<file path="src/rtl/motor_ramp_ctrl.sv">
// -----------------------------------------------------------------------------
// motor_ramp_ctrl
//
// Sequences the motor PWM generator. Accepts speed/direction commands and
// slews duty_cycle one step at a time, one step every STEP_DIV clocks, toward
// the accepted target.
//
// A direction reversal while the motor is driven works like this:
//   1. ramp the duty down to zero;
//   2. hold a dead-time of DEAD_CYCLES clocks at duty zero;
//   3. flip dir and ramp up to the saved target.
//
// An emergency stop drops the drive to zero immediately. There is no ramp-down
// on an emergency stop.
//
// Ports:
//   clk         in   1  system clock, rising edge
//   clr         in   1  asynchronous active-high reset
//   cmd_valid   in   1  command offered
//   cmd_ready   out  1  command can be accepted (not in estop, not in dead-time)
//   cmd_duty    in   7  target duty in percent (clamped to MAX_DUTY)
//   cmd_dir     in   1  target direction
//   estop       in   1  emergency stop, level, sampled on clk
//   duty_cycle  out  7  duty to the pwm block
//   en          out  1  pwm enable
//   dir         out  1  motor direction to the H-bridge
//   busy        out  1  ramp or dead-time in progress
//   at_target   out  1  duty equals accepted target, no reversal pending
//
// All outputs are registered.
// -----------------------------------------------------------------------------
module motor_ramp_ctrl #(
  parameter int STEP_DIV    = 1000,
  parameter int DEAD_CYCLES = 50,
  parameter int MAX_DUTY    = 100
) (
  input  logic       clk,
  input  logic       clr,
  input  logic       cmd_valid,
  output logic       cmd_ready,
  input  logic [6:0] cmd_duty,
  input  logic       cmd_dir,
  input  logic       estop,
  output logic [6:0] duty_cycle,
  output logic       en,
  output logic       dir,
  output logic       busy,
  output logic       at_target
);

  // A single counter width covers both the prescaler and the dead-time counter.
  localparam int CNT_MAX = (STEP_DIV > DEAD_CYCLES) ? STEP_DIV : DEAD_CYCLES;
  localparam int CW      = $clog2(CNT_MAX + 1);

  localparam logic [CW-1:0] CNT_ZERO  = CW'(0);
  localparam logic [CW-1:0] CNT_ONE   = CW'(1);
  localparam logic [CW-1:0] STEP_LAST = CW'(STEP_DIV - 1);
  localparam logic [CW-1:0] DEAD_LAST = CW'(DEAD_CYCLES - 1);
  localparam logic [6:0]    DUTY_CEIL = 7'(MAX_DUTY);

  typedef enum logic [1:0] {
    ST_IDLE = 2'd0,
    ST_RAMP = 2'd1,
    ST_DEAD = 2'd2,
    ST_RUN  = 2'd3
  } state_t;

  // Limit a requested duty to the ceiling.
  function automatic logic [6:0] clamp_duty(input logic [6:0] req);
    if (req > DUTY_CEIL) begin
      return DUTY_CEIL;
    end else begin
      return req;
    end
  endfunction

  // Move one unit toward the target. The result never passes the target.
  function automatic logic [6:0] step_toward(input logic [6:0] cur,
                                             input logic [6:0] tgt);
    if (cur < tgt) begin
      return cur + 7'd1;
    end else if (cur > tgt) begin
      return cur - 7'd1;
    end else begin
      return cur;
    end
  endfunction

  state_t        state_r, state_s;
  logic [6:0]    duty_r, duty_s;
  logic [6:0]    target_r, target_s;
  logic [6:0]    saved_target_r, saved_target_s;
  logic          pending_r, pending_s;
  logic          pending_dir_r, pending_dir_s;
  logic          dir_r, dir_s;
  logic [CW-1:0] presc_r, presc_s;
  logic [CW-1:0] dead_r, dead_s;
  logic          en_r, en_s;
  logic          busy_r, busy_s;
  logic          at_target_r, at_target_s;
  logic          cmd_ready_r, cmd_ready_s;

  logic          accept_s;
  logic [6:0]    req_s;
  logic [6:0]    eff_s;
  logic [6:0]    stepped_s;

  // Next-state computation: estop first, then accepts, then ramp/dead sequencing.
  always_comb begin
    state_s        = state_r;
    duty_s         = duty_r;
    target_s       = target_r;
    saved_target_s = saved_target_r;
    pending_s      = pending_r;
    pending_dir_s  = pending_dir_r;
    dir_s          = dir_r;
    presc_s        = presc_r;
    dead_s         = dead_r;

    accept_s  = cmd_valid && cmd_ready_r && !estop;
    req_s     = clamp_duty(cmd_duty);
    eff_s     = req_s;
    stepped_s = step_toward(duty_r, target_r);

    if (estop) begin
      // Drop the drive at once. dir is deliberately left where it is.
      state_s   = ST_IDLE;
      duty_s    = 7'd0;
      target_s  = 7'd0;
      pending_s = 1'b0;
      presc_s   = CNT_ZERO;
      dead_s    = CNT_ZERO;
    end else if (accept_s) begin
      presc_s = CNT_ZERO;
      if (cmd_dir == dir_r) begin
        pending_s = 1'b0;
        eff_s     = req_s;
      end else if (duty_r == 7'd0) begin
        // The motor is not driven, so the direction can flip without a dead-time.
        dir_s     = cmd_dir;
        pending_s = 1'b0;
        eff_s     = req_s;
      end else begin
        // Park the reversal: ramp to zero first, then restore the saved target.
        pending_s      = 1'b1;
        pending_dir_s  = cmd_dir;
        saved_target_s = req_s;
        eff_s          = 7'd0;
      end
      target_s = eff_s;
      if (eff_s != duty_r) begin
        state_s = ST_RAMP;
      end else if (eff_s == 7'd0) begin
        state_s = ST_IDLE;
      end else begin
        state_s = ST_RUN;
      end
    end else begin
      case (state_r)
        ST_IDLE: begin
          state_s = ST_IDLE;
        end
        ST_RUN: begin
          state_s = ST_RUN;
        end
        ST_RAMP: begin
          if (presc_r == STEP_LAST) begin
            presc_s = CNT_ZERO;
            duty_s  = stepped_s;
            if (stepped_s == target_r) begin
              if (pending_r) begin
                state_s = ST_DEAD;
                dead_s  = CNT_ZERO;
              end else if (target_r == 7'd0) begin
                state_s = ST_IDLE;
              end else begin
                state_s = ST_RUN;
              end
            end else begin
              state_s = ST_RAMP;
            end
          end else begin
            presc_s = presc_r + CNT_ONE;
          end
        end
        ST_DEAD: begin
          if (dead_r == DEAD_LAST) begin
            dead_s    = CNT_ZERO;
            presc_s   = CNT_ZERO;
            dir_s     = pending_dir_r;
            target_s  = saved_target_r;
            pending_s = 1'b0;
            if (saved_target_r == 7'd0) begin
              state_s = ST_IDLE;
            end else begin
              state_s = ST_RAMP;
            end
          end else begin
            dead_s = dead_r + CNT_ONE;
          end
        end
        default: begin
          state_s   = ST_IDLE;
          duty_s    = 7'd0;
          target_s  = 7'd0;
          pending_s = 1'b0;
          presc_s   = CNT_ZERO;
          dead_s    = CNT_ZERO;
        end
      endcase
    end

    // Status outputs are decoded from the next state so that they land as registers.
    en_s        = (state_s != ST_IDLE);
    busy_s      = (state_s == ST_RAMP) || (state_s == ST_DEAD);
    at_target_s = (state_s == ST_IDLE) || (state_s == ST_RUN);
    cmd_ready_s = !estop && (state_s != ST_DEAD);
  end

  // State and output registers. clr aborts any ramp immediately.
  always_ff @(posedge clk or posedge clr) begin
    if (clr) begin
      state_r        <= ST_IDLE;
      duty_r         <= 7'd0;
      target_r       <= 7'd0;
      saved_target_r <= 7'd0;
      pending_r      <= 1'b0;
      pending_dir_r  <= 1'b0;
      dir_r          <= 1'b0;
      presc_r        <= CNT_ZERO;
      dead_r         <= CNT_ZERO;
      en_r           <= 1'b0;
      busy_r         <= 1'b0;
      at_target_r    <= 1'b1;
      cmd_ready_r    <= 1'b1;
    end else begin
      state_r        <= state_s;
      duty_r         <= duty_s;
      target_r       <= target_s;
      saved_target_r <= saved_target_s;
      pending_r      <= pending_s;
      pending_dir_r  <= pending_dir_s;
      dir_r          <= dir_s;
      presc_r        <= presc_s;
      dead_r         <= dead_s;
      en_r           <= en_s;
      busy_r         <= busy_s;
      at_target_r    <= at_target_s;
      cmd_ready_r    <= cmd_ready_s;
    end
  end

  assign duty_cycle = duty_r;
  assign dir        = dir_r;
  assign en         = en_r;
  assign busy       = busy_r;
  assign at_target  = at_target_r;
  assign cmd_ready  = cmd_ready_r;

endmodule
</file>
<file path="config.mk">
export PLATFORM = sky130hd
export DESIGN_NAME = motor_ramp_ctrl
export DESIGN_NICKNAME = d
export VERILOG_FILES = /design/src/rtl/motor_ramp_ctrl.sv
export SDC_FILE = /design/constraint.sdc
export NUM_CORES = 1
export LEC_CHECK = 0
export BUFFER_PORTS_ARGS = -buffer_cell sky130_fd_sc_hd__buf_4
export CORE_MARGIN = 4
export CORE_UTILIZATION = 40
export CTS_BUF_LIST = sky130_fd_sc_hd__clkbuf_8
export DETAILED_ROUTE_END_ITERATION = 8
export GPL_ROUTABILITY_DRIVEN = 0
export PLACE_DENSITY_LB_ADDON = 0.05
export REMOVE_ABC_BUFFERS = 1
export SLEW_MARGIN = 20
export SYNTH_ARGS = -nofsm -noshare
export SYNTH_HDL_FRONTEND = slang
export SYNTH_SLANG_ARGS = --single-unit
</file>
<file path="constraint.sdc">
create_clock -name clk -period 5.4 [get_ports clk]
set_clock_uncertainty 0.05 [all_clocks]
set_input_delay 1.08 -clock clk [delete_from_list [all_inputs] [get_ports clk]]
set_output_delay 1.08 -clock clk [all_outputs]
set_load 0.03 [all_outputs]
</file>
## Word-level counts from Yosys, hierarchy flattened

Cells that the tools add are included.

- Word-level logic and storage cells: 118
- Register bits: 50

- Bitwise logic cells: 3
- Order comparisons: 3
- Reduce and logical (&&, ||, !) cells: 27
- Multiplexer cells: 49
- Eq/ne operators: 19
- Add/sub/neg operators: 4

Operators with widths:

| kind | number |
|---|---|
| 7-bit two-way mux | 15 |
| 10-bit two-way mux | 10 |
| 10-bit case mux with 2 select lines | 2 |
| 7-bit zero test | 4 |
| 10-bit by 1-bit adder with 10-bit output, second input constant | 2 |
| 2-bit two-way mux | 9 |
| 1-bit two-way mux | 12 |
| 10-bit == test, second input constant | 1 |
| 10-bit by 6-bit == test with 1-bit output, second input constant | 1 |
| 5-bit AND reduction | 2 |
| 2-bit nonzero test | 5 |
| 3-bit != test, second input constant | 3 |
| 3-bit nonzero test | 3 |
| 2-bit == test, second input constant | 4 |
| 2-bit case mux with 4 select lines | 1 |
| 7-bit by 1-bit adder with 7-bit output, second input constant | 1 |
| 7-bit == test | 1 |
| 7-bit greater-than comparator | 1 |
| 7-bit greater-than comparator, second input constant | 1 |
| 7-bit < comparator | 1 |
| 7-bit != test | 1 |
| 7-bit by 1-bit subtractor with 7-bit output, second input constant | 1 |
| 2-bit != test, second input constant | 3 |
| 2-bit by 1-bit == test with 1-bit output, second input constant | 2 |
| 12 further kinds | 19 |

## Logic depth before layout (Yosys ltp)

- Depth after elaboration: 13
- Gate-level depth with buffers: 14
- Depth with buffers taken out: 12

## Worst setup path after synthesis

OpenSTA, ideal clock, no wires.

- Kind: register to register
- Start: register duty_r[0], in the netlist duty_cycle[0]
- End: register busy_r, in the netlist busy
- Arrival time: 3.483 ns
- Path slack: 1.736 ns
- Data required time: 5.219 ns
- Setup time: 0.131 ns
- Stages on the path, launching flop included: 13
- Clock period less this slack: 3.664 ns
- Cell sequence: dfrtp_1 clkbuf_2 inv_1 ha_1 and3_1 a2111oi_4 mux2i_1 a311o_1 or4_1 buf_6 o21ai_0 a21oi_1 ha_1

- Longest elaborated chain between the ends: 12
- Elaborated cells between the ends (all ways): 24
- Classes of those cells: add/sub (2); order compare (2); eq/ne (4); mux (13); reduce/logical (3)

RTL lines:

| item | RTL line | source |
|---|---|---|
| start: declaration | 90 | `logic [6:0] duty_r, duty_s;` |
| start signal: assignment | 238 | `duty_r <= duty_s;` |
| parallel branches: the longest is 8 deep, another holds 7-bit by 1-bit subtractor with 7-bit output | - |  |
| 2-bit two-way mux (*) | 133 | `end else if (accept_s) begin` |
| 2-bit two-way mux (*) | 125 | `if (estop) begin` |
| 2-bit by 1-bit == test with 1-bit output / 2-bit == test (equally long branches) | 215 | `busy_s = (state_s == ST_RAMP) \|\| (state_s == ST_DEAD);` |
| 1-bit logical OR (*) | 215 |  |
| net busy_s | 99 | `logic busy_r, busy_s;` |
| end signal: assignment | 247 | `busy_r <= busy_s;` |
| end: declaration | 99 |  |

Mark *: on every way through the listed nets, which the timed path passes. The select of a mux whose other input is x is not followed.
A chain may end at the register's enable or synchronous reset.

## Final worst setup path

- Start: register duty_r[2], in the netlist duty_cycle[2]
- End: register busy_r, in the netlist busy

The elaborated chain is that of the path after synthesis.

==> results.yml <==
run_status:
  status: "completed"
setup_path:
  startpoint_type: "flip-flop"
  crit_fanout: 15
  crit_required_ps: 5550
  arrival_ps: 4230
  crit_type: "flip-flop to flip-flop"
  timing.rr.start: "duty_cycle[2]"
  end_kind: "flip-flop"
  critPathLaunch: "duty_cycle[2]"
sta:
  relSlewSlack_pct: 37.4
  whs_ps: 451
  rsz0062_at_grt: "no"
  finalWorstSetupSlack_ps: 1320
  tightest_slew_ps: 927
  fin_crit_sh_pct: 75.5
  finalHoldViolCount: 0
  slew_violations: 0
  fin_tns_setup_ps: 0
  fmax_mhz: 245
  min_period_ps: 4080
  setup_viol: 0
floorplanning:
  rows: 34
  start_util_pct: 41.8
  die_h_um: 104
  die_w_um: 104
  io_pins: 24
  core_area_um2: 8850
  dieArea_um2: 10800
synth:
  yosysSeqAreaShare_pct: 33.9
  yosysTopAreaCell: "dfrtp_1"
  synthTopCellsByArea: "dfrtp_1, ha_1, o21ai_0"
  synth_top_flop_cell: "dfrtp_1"
  yosys_warnings: 0
  avgSynthCellArea_um2: 8.40
  synth-seq-cells: 50
  synthTopCellsByCount: "dfrtp_1, nand2_1, nor2_1, o21ai_0, a21oi_1"
  syn_area_um2: 3690
  synth_cell_types: 71
  synth-edff-count: 0
  synth_top_cell_area_share_pct: 32.5
  syn_inst: 440
  async_flop_share_pct: 100
job:
  cap_viol_max_count: 0
route:
  drtIter0Drc: 172
  viasPerCell: 5.99
  drc: 0
  drt_wl_total_um: 10300
  vias: 3383
  wl_per_cell_um: 18.2
  drt.antenna.violating_nets: 0
  first_pass_iters: 4
clock_tree:
  post_cts_buffers: 0
  cts_hold_buffers: 0
  clk_pin_slew_ps: 100
  root_buffer: "clkbuf_8"
  h-tree-depth: 2
  cts.repair.resized: 0
  clock_latency_ps: 310
  numCtsBuffers: 5
  cts.sinks: 50
  clockBufferDepth: 2
  cts_tree: "done"
placed_design:
  dpl_cell_area_um2: 3920
  dp_worst_setup_slack_ps: 1360
  place_hpwl_um: 7590
  port_buffers: 23
cells_and_area:
  n_fill_cell: 932
  stdcell_area_um2: 4000
  seq_area_um2: 1250
  syn2layout_area_growth_pct: 8.36
  layout-drive-gt1-share_pct: 12.3
  multi_input_area_um2: 2280
  diodes: 0
  nets: 488
hold_path:
  hp-start: "pending_dir_r"
  hold_path.class: "flip-flop to flip-flop"
global_routing:
  grt_start_max_net_pins: 51
  antenna_found_initial: 0
  grt_overflow: 0
  grt.total_usage_pct: 19.2
  grt_pass1_wl_um: 17000
  grt_pass1_vias: 3170
pwr:
  p_per_area_nw_per_um2: 192
  cellLeakagePower_nw: 1.68
  vdd_drop_max_mv: 0.115
critical path: stages (launching register included):
cell and delay (ps):
dfrtp_1 700, ha_1 370, and3_1 250, nand2_1 210, o311ai_0 160, a2111oi_0 670
o311ai_1 240, or4_1 620, o21ai_0 300, a21oi_1 110, ha_1 290
routing by layer:
layer  routed length, µm  GRT usage [%]  part of all wire, %  vias up
met4                 240           6.08                  2.3        0
met3                 523           3.41                  5.1       23
met1                5070           28.6                   49     1612
met2                4450           28.0                   43       90
li1                    -              -                    -     1658
met5                   0              0                    0        -
cell families after synthesis:
group                      share of synthesized area, %
AOI/OAI and AO/OA                                  21.7
adders and majority gates                          6.43
buffers and inverters                              4.44
xor gates and xnor gates                           4.98
and+or+nand+nor                                    27.4
muxes                                              1.19
DFF                                                33.9
registers in the layout, indices dropped and copies added (netlist names):
| register | cells |
|---|---|
| target_r | 7 |
| pending_dir_r | 1 |
| en | 1 |
| duty_cycle | 7 |
| busy | 1 |
| dead_r | 10 |
| at_target | 1 |
| saved_target_r | 7 |
| pending_r | 1 |
| dir | 1 |
| presc_r | 10 |
| state_r | 2 |
| cmd_ready | 1 |
metrics by stage:
step,utilization (%),std cells,power (mW)
floorplan,-,426,0.496
global placement,44.3,558,0.544
detailed placement,44.3,558,0.545
CTS,45.2,565,0.776
global route,45.2,565,0.807
finish,45.2,565,0.770
placed cells by master, fill, tap and decap left out, drive strengths merged, types with 4 or more instances in the layout:
master / instances
o31ai: 4
nor2: 44
nor4: 9
or3: 7
o21ai: 37
xor2: 4
ha: 19
nand2: 48
nand4b: 4
nand3: 23
a21oi: 27
dfrtp: 48
or4: 5
nand4: 9
a31oi: 8
clkbuf: 5
o21a: 8
and2: 4
inv: 21
and3: 11
nor3: 16
o211ai: 4
buf: 24
xnor2: 17
where the power goes:
part           internal [mW]  switching (mW)  leakage [nW]  total, mW
logic                 0.0506          0.0873         0.962      0.138
registers              0.386          0.0140         0.675      0.400
clock network         0.0902           0.142        0.0444      0.232
cell type report:
class                      instances  area share [%]
inverter                          20            1.88
multi-input combinational        356            56.9
timing repair buffer              24            4.50
clock buffer                       5            1.72
sequential                        50            31.3
tap                              108            3.38
clock inverter                     2           0.344
path summary, 6_finish.rpt:
path                                          end  slack (ps)  depth (start not counted)
worst min-delay path                pending_dir_r         450                          2
worst min register to register      pending_dir_r         450                          2
min in group asynchronous       saved_target_r[5]         900                          3
max in group asynchronous             target_r[6]        3960                          3
worst max register to register               busy        1320                         10
worst max-delay path                         busy        1320                         10
Power figures use the tool's default switching activity.
